$ cat src/rtl/pixel_stream_tx.sv
// pixel_stream_tx: streams a row-major frame buffer out as byte-wide AXI-Stream beats,
// using a 2-entry skid FIFO with a bypass so the first beat leaves two cycles after start.
module pixel_stream_tx #(
  parameter int IMG_W = 16,
  parameter int IMG_H = 8,
  parameter int ADDR_W = 22
) (
  input  logic              clk,
  input  logic              rst,
  input  logic              start,
  output logic              mem_ren,
  output logic [ADDR_W-1:0] mem_raddr,
  input  logic [7:0]        mem_rdata,
  output logic [7:0]        axi_data_out,
  output logic [3:0]        axi_keep,
  output logic              axi_valid,
  output logic              axi_last,
  input  logic              axi_ready,
  output logic              busy,
  output logic              done
);
  typedef enum logic [1:0] {IDLE, RUN, DRAIN} state_t;
  localparam logic [ADDR_W-1:0] LAST = ADDR_W'(IMG_W * IMG_H - 1);
  state_t state, state_nx;
  logic [ADDR_W-1:0] pix;
  logic [7:0] fifo [2];
  logic [1:0] occ, total;
  logic pend, wp, rp, pop, push, fpop, accept;
  always_ff @(posedge clk or posedge rst)
    if (rst) state <= IDLE;
    else state <= state_nx;
  always_comb
    state_nx = accept ? RUN
             : (state == RUN && mem_ren && mem_raddr == LAST) ? DRAIN
             : (state == DRAIN && pop && axi_last) ? IDLE
             : state;
  // Data returning this cycle bypasses the FIFO when it is empty; total counts held plus in-flight pixels.
  always_comb begin
    total = occ + {1'b0, pend};
    axi_valid = occ != 2'd0 || pend;
    axi_data_out = occ != 2'd0 ? fifo[rp] : pend ? mem_rdata : 8'h00;
    axi_last = axi_valid && pix == LAST;
    axi_keep = 4'b0001;
    pop = axi_valid && axi_ready;
    mem_ren = state == RUN && (total <= 2'd1 || (total == 2'd2 && pop));
    busy = state != IDLE;
    accept = state == IDLE && start && !done;
    push = pend && !(pop && occ == 2'd0);
    fpop = pop && occ != 2'd0;
  end
  always_ff @(posedge clk or posedge rst)
    if (rst) begin
      pend <= 1'b0;
      mem_raddr <= '0;
      pix <= '0;
      occ <= 2'd0;
      wp <= 1'b0;
      rp <= 1'b0;
      done <= 1'b0;
    end else begin
      pend <= mem_ren;
      if (mem_ren) mem_raddr <= mem_raddr == LAST ? '0 : mem_raddr + 1'b1;
      if (pop) pix <= pix == LAST ? '0 : pix + 1'b1;
      if (push) wp <= ~wp;
      if (fpop) rp <= ~rp;
      occ <= occ + 2'(push) - 2'(fpop);
      done <= pop && axi_last;
    end
  always_ff @(posedge clk)
    if (push) fifo[wp] <= mem_rdata;
endmodule
$ cat config.mk
export PLATFORM = sky130hd
export DESIGN_NAME = pixel_stream_tx
export DESIGN_NICKNAME = d
export VERILOG_FILES = /design/src/rtl/pixel_stream_tx.sv
export SDC_FILE = /design/constraint.sdc
export NUM_CORES = 1
export LEC_CHECK = 0
export CAP_MARGIN = 20
export CORE_MARGIN = 2
export CORE_UTILIZATION = 30
export DETAILED_ROUTE_END_ITERATION = 8
export SYNTH_ARGS = -nofsm -noshare
export SYNTH_HDL_FRONTEND = slang
export SYNTH_SLANG_ARGS = --single-unit
$ cat constraint.sdc
create_clock -name clk -period 1.8 [get_ports clk]
set_input_delay 0.27 -clock clk [delete_from_list [all_inputs] [get_ports clk]]
set_output_delay 0.27 -clock clk [all_outputs]
set_load 0.01 [all_outputs]
==> results of run 1 <==
metal layers:
| layer | vias to the layer above | track usage | part of all wire |
|---|---|---|---|
| met5 | - | 0 | 0 |
| met4 | 0 | 0.04670 | 0.015 |
| met3 | 8 | 0.03677 | 0.041 |
| met2 | 50 | 0.2273 | 0.48 |
| met1 | 1273 | 0.1806 | 0.46 |
| li1 | 1270 | - | - |
cell usage after synthesis, types with 4 or more instances:
library cell / instances
a21oi_1: 4
nand2_1: 18
nor4_1: 10
buf_4: 4
ha_1: 5
and3_1: 8
xor2_1: 11
nand3_1: 27
xnor2_1: 31
nand4_1: 16
edfxtp_1: 16
nor3_1: 8
mux2i_1: 8
nor2_1: 12
dfrtp_1: 52
o21ai_0: 17
path summary, 6_finish.rpt:
kind	end	slack [ns]	depth (start not counted)
max	mem_ren	-0.16	5
min	wp$_DFFE_PP0P_	0.23	2
max reg2reg	mem_raddr[3]$_DFFE_PP0P_	-0.09	8
min reg2reg	wp$_DFFE_PP0P_	0.52	1
max in group asynchronous	pix[7]$_DFFE_PP0P_	1.04	3
min in group clk	wp$_DFFE_PP0P_	0.52	1
sequential cells by signal, summed over array words and instances (netlist names):
| register | cells |
|---|---|
| rp | 1 |
| state | 2 |
| fifo | 16 |
| pend | 1 |
| wp | 1 |
| occ | 2 |
| mem_raddr | 22 |
| pix | 22 |
| done | 1 |
cells by family (layout without fill, tap and decap cells):
| logic type | count (synthesis) | in the layout |
|---|---|---|
| DFF | 68 | 68 |
| adders and majority gates | 5 | 5 |
| AOI/OAI and AO/OA | 26 | 26 |
| and+or+nand+nor | 122 | 122 |
| muxes | 8 | 8 |
| xor gates and xnor gates | 42 | 42 |
| other | 2 | 4 |
| buffers and inverters | 14 | 134 |
cell usage in the layout, fill, tap and decap left out, drive strengths merged:
master / instances
clkdlybuf4s50: 34
xor2: 11
o211ai: 1
nand2b: 1
and4: 3
or4b: 1
mux2i: 8
buf: 79
nor3b: 1
nor4b: 1
nor4: 13
conb: 4
edfxtp: 16
o31a: 1
inv: 5
bufinv: 2
clkinvlp: 1
nand4: 16
dlygate4sd2: 1
or2: 2
o41ai: 1
and3: 8
nand3: 28
xnor2: 31
nor3: 10
dfrtp: 52
o31ai: 1
a21oi: 4
clkbuf: 9
o311a: 1
nor2b: 3
ha: 5
and2: 2
o21ai: 17
clkinv: 3
or3: 3
nor2: 12
nand2: 18
area by class of cell:
cell class | instances | area (sq um) | area share
well taps | 140 | 175.2 | 0.03663
repair buffers | 114 | 987.2 | 0.2064
clock buffers | 9 | 123.9 | 0.02590
flip-flops and latches | 68 | 1783 | 0.3728
multi-input cells | 207 | 1604 | 0.3354
clock inverters | 7 | 88.84 | 0.01858
inverters | 4 | 20.02 | 0.004186
per-stage QoR:
stage	setup TNS (ns)	area, sq um	setup WS, ns
after floorplan	0	3269	0.008904
after detailed placement	-3.054	4282	-0.2819
final	-1.196	4782	-0.1591
after CTS	-1.376	4637	-0.1636
after global placement	-2.031	4282	-0.2636
after global routing	-2.941	4782	-0.2231
power by group through the flow:
stage	clock [mW]	sequential (mW)	combinational, mW
2_1_floorplan	0	2.18	1.38
3_3_place_gp	0	2.17	2.46
3_5_place_dp	0	2.18	2.51
4_1_cts	1.42	2.16	2.94
5_1_grt	1.48	2.21	3.52
6_report	1.38	2.16	3.27
timing repair:
action,4_1_cts,5_1_grt
cloned,1,0
setup buffers,7,2
pin swaps,13,15
setup endpoints to repair,19,45
resized for setup,78,37
==> results.py, run 1 <==
metrics = {
    "clock_tree": {
        "clk_latency_ns": 0.35,
        "cts_made_buffers": 9,
        "hold_buffers": 0,
        "clockBufferDepth": 2,
        "cts_htree_levels": 3,
        "cts.sinks": 68,
        "clkTransAtPathRegs_ns": 0.08,
        "cts_tree": "done",
        "cts_root_buf": "clkbuf_8",
    },
    "outcome": {
        "status": "finished with violations",
        "violations": "negative setup slack",
    },
    "cells_and_area": {
        "fill_cells": 1030,
        "area_delta_synth_final_pct": 46.61,
        "postLayoutCoreUtil": 0.4450,
        "layout-drive-gt1-share": 0.3350,
        "layout.nets": 421,
        "finalNonFillerCells": 549,
        "antenna_cells": 0,
    },
    "floorplan": {
        "initial_core_util": 0.3036,
        "fp.dieArea_sq_um": 11720,
        "core_area_sq_um": 10750,
        "rows": 38,
        "ios": 51,
        "dieHeight_um": 108.3,
        "fp.dieW_um": 108.3,
    },
    "critical_path": {
        "path_class": "reg -> out",
        "crit_slowest_cell": "or4b_4",
        "cp-end-kind": "output port",
        "cp.arrival_ns": 1.69,
        "r2r-start": "pend$_DFF_PP0_",
        "crit_start": "pend$_DFF_PP0_",
        "worstPathCellList": "ha_2, or4b_4, o211ai_4, inv_6, buf_6",
        "cp_max_fo": 3,
        "critical_path_required_ns": 1.53,
        "max_stage_delay_ns": 0.47,
        "cp_top_family": "simple AND/OR/NAND/NOR gates",
        "cp-start-kind": "flop",
        "worst-path-buf-inv": 2,
    },
    "synthesis": {
        "synth_top_family_by_area": "simple AND/OR/NAND/NOR gates",
        "synth_compound_area_frac": 0.04948,
        "synth-seq-cells": 68,
        "synthXorXnorAreaFrac": 0.1128,
        "synthTopCellsByArea": "dfrtp_1, edfxtp_1, xnor2_1",
        "synth_mux_area_frac": 0.02455,
        "async_reset_ff_frac": 0.7647,
        "synthAdderAreaFrac": 0.01918,
        "synth-main-ff-cell": "dfrtp_1",
        "synth_warnings": 0,
        "synthCells": 287,
        "synth_top_cell_area_share": 0.3989,
        "synth_cell_types": 40,
        "syn_area_sq_um": 3262,
        "synth-simple-area-share": 0.2152,
        "yosysTopAreaCell": "dfrtp_1",
        "synth_edf_count": 16,
        "avgSynthCellArea_sq_um": 11.37,
        "synth_seq_area_share": 0.5462,
    },
    "global_routing": {
        "grt_pass1_vias": 2581,
        "grt-ovfl-total": 0,
        "grt_pass1_wl_um": 12630,
        "grtUsageTotal": 0.1395,
        "antenna_found_initial": 0,
        "grt_max_degree": 38,
    },
    "sta": {
        "finalHoldViolCount": 0,
        "finClkSkew_ns": 0.01499,
        "rsz0062_at_grt": "yes",
        "setup_viol": 16,
        "slew_violations": 0,
        "whs_ns": 0.2294,
        "max_freq_mhz": 510.4,
        "fin_crit_ns": 1.959,
        "finalCritPeriodShare": 1.088,
        "fin_ws_ns": -0.1591,
    },
    "pwr": {
        "power.share.clock": 0.203,
        "peakVddDrop_mv": 0.7848,
        "power.internal_mw": 4.387,
        "netSwitchingPower_mw": 2.433,
        "combPwrFrac": 0.480,
        "p_leak_nw": 2.033,
        "power.share.switching": 0.3567,
        "p_per_area_nw_per_um2": 1426,
        "power.share.sequential": 0.317,
        "fin_total_pwr_mw": 6.820,
    },
    "route": {
        "wl_um": 7799,
        "wl_per_cell_um": 14.21,
        "via_per_inst": 4.738,
        "drt_iter0_drc": 114,
        "drc": 0,
        "vias": 2601,
        "dr.pass1.iters": 4,
        "ant_nets": 0,
    },
    "place": {
        "dp_hpwl_um": 5299,
        "gp_congestion": 0.7976,
        "placed_cells": 524,
        "port_buffers": 46,
    },
    "flow_run": {
        "max_cap_viol_count": 0,
    },
    "hold_path": {
        "hold_path.class": "in -> async",
    },
}
No activity file was read; power rests on OpenSTA's default activity.
==> inputs of run 2 (changes only) <==
--- a/config.mk
+++ b/config.mk
@@ -9,6 +9,7 @@
 export CORE_MARGIN = 2
 export CORE_UTILIZATION = 30
 export DETAILED_ROUTE_END_ITERATION = 8
+export REMOVE_ABC_BUFFERS = 1
 export SYNTH_ARGS = -nofsm -noshare
 export SYNTH_HDL_FRONTEND = slang
 export SYNTH_SLANG_ARGS = --single-unit
==> results.py, run 2 (synthesis results as in run 1) <==
metrics = {
    "outcome": {
        "status": "finished with violations",
        "violations": "negative setup slack",
    },
    "sta": {
        "relSlewSlack": 0.6412,
        "fin_ws_ns": -0.1549,
        "slew_violations": 0,
        "finClkSkew_ns": 0.006978,
        "worst_pin_slew_ns": 0.5382,
        "whs_ns": 0.2119,
        "setup_viol": 15,
        "finalHoldViolCount": 0,
        "setup_tns_ns": -1.084,
        "fin_crit_ns": 1.955,
        "finalCritPeriodShare": 1.086,
        "rsz0062_at_grt": "yes",
        "max_freq_mhz": 511.5,
    },
    "floorplan": {
        "core_area_sq_um": 10750,
        "dieHeight_um": 108.3,
        "fp.dieW_um": 108.3,
        "ios": 51,
        "rows": 38,
        "initial_core_util": 0.3036,
        "fp.dieArea_sq_um": 11720,
    },
    "global_routing": {
        "met2_usage": 0.2318,
        "grt_pass1_wl_um": 13010,
        "grt_max_degree": 39,
        "grt_pass1_vias": 2643,
        "antenna_found_initial": 0,
        "grt-ovfl-total": 0,
        "grtUsageTotal": 0.1413,
        "grtUsageMet3": 0.03014,
        "met1_usage": 0.1861,
        "gr-max-usage-layer": "met2",
    },
    "cells_and_area": {
        "final_cell_mix": "buf_4, dfrtp_1, clkdlybuf4s50_1",
        "postLayoutCoreUtil": 0.4466,
        "layout.nets": 425,
        "finalNonFillerCells": 553,
        "layout-drive-gt1-share": 0.3462,
        "multi_input_area_sq_um": 1593,
        "reg_top3": "mem_raddr (22), pix (22), fifo (16)",
        "antenna_cells": 0,
        "final_common_cell": "buf_4",
        "ff_latch_area_sq_um": 1782,
        "area_delta_synth_final_pct": 47.10,
        "fin_area_sq_um": 4798,
        "fill_cells": 1005,
    },
    "pwr": {
        "power.share.switching": 0.3527,
        "power.internal_mw": 4.284,
        "netSwitchingPower_mw": 2.335,
        "p_per_area_nw_per_um2": 1379,
        "power.share.clock": 0.201,
        "fin_total_pwr_mw": 6.618,
        "peakVddDrop_mv": 0.5677,
        "combPwrFrac": 0.470,
        "power.share.sequential": 0.329,
        "p_leak_nw": 2.031,
    },
    "critical_path": {
        "cp-end-kind": "output port",
        "critical_path_required_ns": 1.53,
        "rrSetupSlack_ns": -0.10,
        "r2r-end": "mem_raddr[5]$_DFFE_PP0P_",
        "cp-start-kind": "flop",
        "crit_slowest_cell": "or4b_4",
        "cp_top_family": "simple AND/OR/NAND/NOR gates",
        "max_stage_delay_ns": 0.47,
        "worst-path-buf-inv": 2,
        "path_depth": 5,
        "worstPathCellList": "ha_2, or4b_4, o211ai_4, inv_6, buf_6",
        "path_class": "reg -> out",
        "cp_max_fo": 2,
        "r2r-start": "occ[0]$_DFF_PP0_",
        "reg2regPathDepth": 7,
        "cp.arrival_ns": 1.68,
    },
    "clock_tree": {
        "clk_latency_ns": 0.34,
        "clkTransAtPathRegs_ns": 0.07,
        "cts_made_buffers": 9,
        "cts_htree_levels": 3,
        "hold_buffers": 0,
        "cts_tree": "done",
        "cts_root_buf": "clkbuf_8",
        "cts.sinks": 68,
        "clockBufferDepth": 2,
    },
    "place": {
        "dp_hpwl_um": 5175,
        "port_buffers": 46,
        "gp_congestion": 0.8144,
        "placed_cells": 520,
        "dp_slack_ns": -0.2430,
        "postPlaceCellArea_sq_um": 4252,
    },
    "flow_run": {
        "max_cap_viol_count": 0,
    },
    "route": {
        "vias": 2633,
        "dr.pass1.iters": 4,
        "wl_um": 8063,
        "drt_iter0_drc": 73,
        "via_per_inst": 4.761,
        "wl_per_cell_um": 14.58,
        "drc": 0,
        "ant_nets": 0,
    },
    "hold_path": {
        "hold_path.class": "in -> async",
    },
}
==> run 2: worst max-delay path by stage <==
stage	slack, ns	from	endpoint
6_report	-0.15	occ[0]$_DFF_PP0_	mem_ren
3_5_place_dp	-0.24	pix[0]$_DFFE_PP0P_	axi_last
2_1_floorplan	-0.23	occ[1]$_DFF_PP0_	occ[1]$_DFF_PP0_
5_1_grt	-0.21	pix[1]$_DFFE_PP0P_	axi_last
4_1_cts	-0.15	occ[0]$_DFF_PP0_	mem_ren
3_3_place_gp	-0.24	pix[0]$_DFFE_PP0P_	axi_last
==> run 2: per-layer routing <==
| metal | wire, um | vias up |
|---|---|---|
| li1 | - | 1272 |
| met1 | 3746 | 1313 |
| met2 | 3877 | 38 |
| met3 | 338 | 10 |
| met4 | 102 | 0 |
| met5 | 0 | - |
==> run 2: power groups by stage <==
stage	combinational [mW]	clock [mW]	sequential [mW]
after floorplan	1.12	0	2.26
after global placement	2.40	0	2.18
after detailed placement	2.43	0	2.19
after CTS	2.87	1.36	2.17
after global routing	3.36	1.43	2.22
final	3.11	1.33	2.18
==> run 2: cell type report <==
class | instances | area share
Clock buffer | 10 | 0.02660
Clock inverter | 6 | 0.01643
Inverter | 4 | 0.004172
Multi-Input combinational cell | 207 | 0.3319
Sequential cell | 68 | 0.3713
Tap cell | 140 | 0.03651
Timing Repair Buffer | 118 | 0.2130
==> run 2: worst register-to-register path, cell delays in order, from the launching register on <==
cell	delay, ns
dfrtp_1	0.39
ha_2	0.19
or4b_4	0.47
o211ai_4	0.14
buf_6	0.19
nor3_2	0.04
buf_4	0.16
nor4_2	0.24
==> run 2: timing repair <==
item | CTS | global route
cloned | 2 | 0
pin swaps | 14 | 14
buffers inserted | 11 | 6
resized for setup | 84 | 27
setup endpoints to repair | 23 | 46
==> inputs of run 3 (changes only) <==
--- a/config.mk
+++ b/config.mk
@@ -7,8 +7,9 @@
 export LEC_CHECK = 0
 export CAP_MARGIN = 20
 export CORE_MARGIN = 2
-export CORE_UTILIZATION = 30
+export CORE_UTILIZATION = 48
 export DETAILED_ROUTE_END_ITERATION = 8
+export PLACE_DENSITY = 0.75
 export REMOVE_ABC_BUFFERS = 1
 export SYNTH_ARGS = -nofsm -noshare
 export SYNTH_HDL_FRONTEND = slang
==> results.py, run 3 (synthesis results as in run 1) <==
metrics = {
    "route": {
        "vias": 2725,
        "drc": 0,
        "drt_iter0_drc": 123,
        "via_per_inst": 5.461,
        "wl_um": 8343,
        "dr.pass1.iters": 4,
        "ant_nets": 0,
        "wl_per_cell_um": 16.72,
    },
    "outcome": {
        "status": "finished with violations",
        "violations": "negative setup slack",
    },
    "sta": {
        "rsz0062_at_grt": "yes",
        "finalHoldViolCount": 0,
        "slew_violations": 0,
        "setup_tns_ns": -1.622,
        "setup_viol": 28,
        "fin_ws_ns": -0.1986,
        "finalCritPeriodShare": 1.110,
        "fin_crit_ns": 1.999,
        "max_freq_mhz": 500.3,
        "finClkSkew_ns": 0.01057,
    },
    "global_routing": {
        "grt-ovfl-total": 0,
        "grt_pass1_vias": 2670,
        "antenna_found_initial": 0,
        "grt_max_degree": 20,
        "grt_pass1_wl_um": 12720,
        "grtUsageTotal": 0.2224,
    },
    "clock_tree": {
        "clkTransAtPathRegs_ns": 0.07,
        "cts_made_buffers": 9,
        "cts_tree": "done",
        "cts_root_buf": "clkbuf_8",
        "cts.sinks": 68,
        "clk_latency_ns": 0.35,
        "hold_buffers": 0,
        "clockBufferDepth": 2,
        "cts_htree_levels": 3,
    },
    "floorplan": {
        "core_area_sq_um": 6681,
        "ios": 51,
        "fp.dieW_um": 86.44,
        "fp.dieArea_sq_um": 7471,
        "rows": 30,
        "dieHeight_um": 86.44,
        "initial_core_util": 0.4882,
    },
    "critical_path": {
        "reg2regPathDepth": 8,
        "rrSetupSlack_ns": -0.14,
        "cp_max_fo": 3,
        "cp-end-kind": "output port",
        "critical_path_required_ns": 1.53,
        "cp-start-kind": "flop",
        "r2r-end": "mem_raddr[13]$_DFFE_PP0P_",
        "path_class": "reg -> out",
        "r2r-start": "pend$_DFF_PP0_",
        "cp.arrival_ns": 1.73,
    },
    "place": {
        "gp_congestion": 0.8042,
        "port_buffers": 46,
        "dp_hpwl_um": 5232,
        "dp_slack_ns": -0.2681,
        "placed_cells": 462,
    },
    "pwr": {
        "power.internal_mw": 4.157,
        "fin_total_pwr_mw": 6.540,
        "p_per_area_nw_per_um2": 1384,
        "netSwitchingPower_mw": 2.383,
        "combPwrFrac": 0.503,
        "peakVddDrop_mv": 0.7005,
        "power.share.sequential": 0.332,
        "p_leak_nw": 2.064,
        "power.share.clock": 0.165,
        "power.share.switching": 0.3643,
    },
    "cells_and_area": {
        "area_delta_synth_final_pct": 44.88,
        "reg_top3": "mem_raddr (22), pix (22), fifo (16)",
        "final_cell_mix": "buf_4, dfrtp_1, clkdlybuf4s50_1",
        "finalNonFillerCells": 499,
        "layout.nets": 431,
        "antenna_cells": 0,
        "final_common_cell": "buf_4",
        "fill_cells": 453,
        "layout-drive-gt1-share": 0.3341,
        "ff_latch_area_sq_um": 1782,
        "multi_input_area_sq_um": 1592,
    },
    "hold_path": {
        "hold_path.class": "in -> async",
    },
    "flow_run": {
        "max_cap_viol_count": 0,
    },
}
[run 3: cell types whose count changed in the layout (fill, tap and decap cells not counted), sizes merged]
| cell | delta |
|---|---|
| clkinv | -1 |
| bufinv | -2 |
| buf | +6 |
| clkinvlp | -1 |
| clkbuf | +4 |
[run 3: worst max-delay path by stage]
stage	from	end	slack [ns]	depth (start not counted)
floorplan	occ[1]$_DFF_PP0_	occ[1]$_DFF_PP0_	-0.23	7
global placement	axi_ready	mem_ren	-0.20	5
detailed placement	pix[0]$_DFFE_PP0P_	axi_last	-0.27	6
CTS	occ[0]$_DFF_PP0_	mem_raddr[5]$_DFFE_PP0P_	-0.14	7
global route	pend$_DFF_PP0_	mem_ren	-0.25	5
finish	pend$_DFF_PP0_	mem_ren	-0.20	5
[run 3: final cells by class]
class	instances	share of cell area
Timing Repair Buffer	124	0.2264
Clock buffer	14	0.03230
Tap cell	80	0.02118
Clock inverter	2	0.002118
Multi-Input combinational cell	207	0.3368
Sequential cell	68	0.3770
Inverter	4	0.004236
[run 3: metrics by stage]
stage	util	instance area [sq um]	hold slack [ns]
floorplan	-	3191	0.3689
detailed placement	0.6292	4204	0.4870
global route	0.7073	4726	0.2716
CTS	0.6717	4488	0.2490
finish	0.7073	4726	0.2473
global placement	0.6292	4204	0.4745
[run 3: what timing repair did]
| item | CTS | global route |
|---|---|---|
| gates cloned | 1 | 0 |
| gates resized for setup | 63 | 34 |
| setup endpoints to repair | 25 | 48 |
| buffers inserted | 12 | 11 |
| pin swaps | 7 | 19 |
[run 3: critical path, stage by stage (launching register included)]
cell	delay, ns
dfrtp_1	0.42
ha_2	0.21
or4b_4	0.47
o211ai_4	0.12
inv_6	0.05
buf_6	0.12
[run 3: power by group through the flow]
stage | clock network [mW] | logic [mW] | registers [mW]
global route | 1.17 | 3.55 | 2.21
CTS | 1.09 | 2.58 | 2.16
detailed placement | 0 | 2.47 | 2.18
floorplan | 0 | 1.12 | 2.26
finish | 1.08 | 3.29 | 2.17
global placement | 0 | 2.41 | 2.17
[run 3: layer usage]
metal  global-route usage  vias to the layer above  part of all wire
met5                    0                        -                 0
met4              0.07955                        0             0.010
met3              0.05714                       10             0.049
met2               0.3538                       74              0.50
met1               0.2971                     1343              0.44
li1                     -                     1298                 -
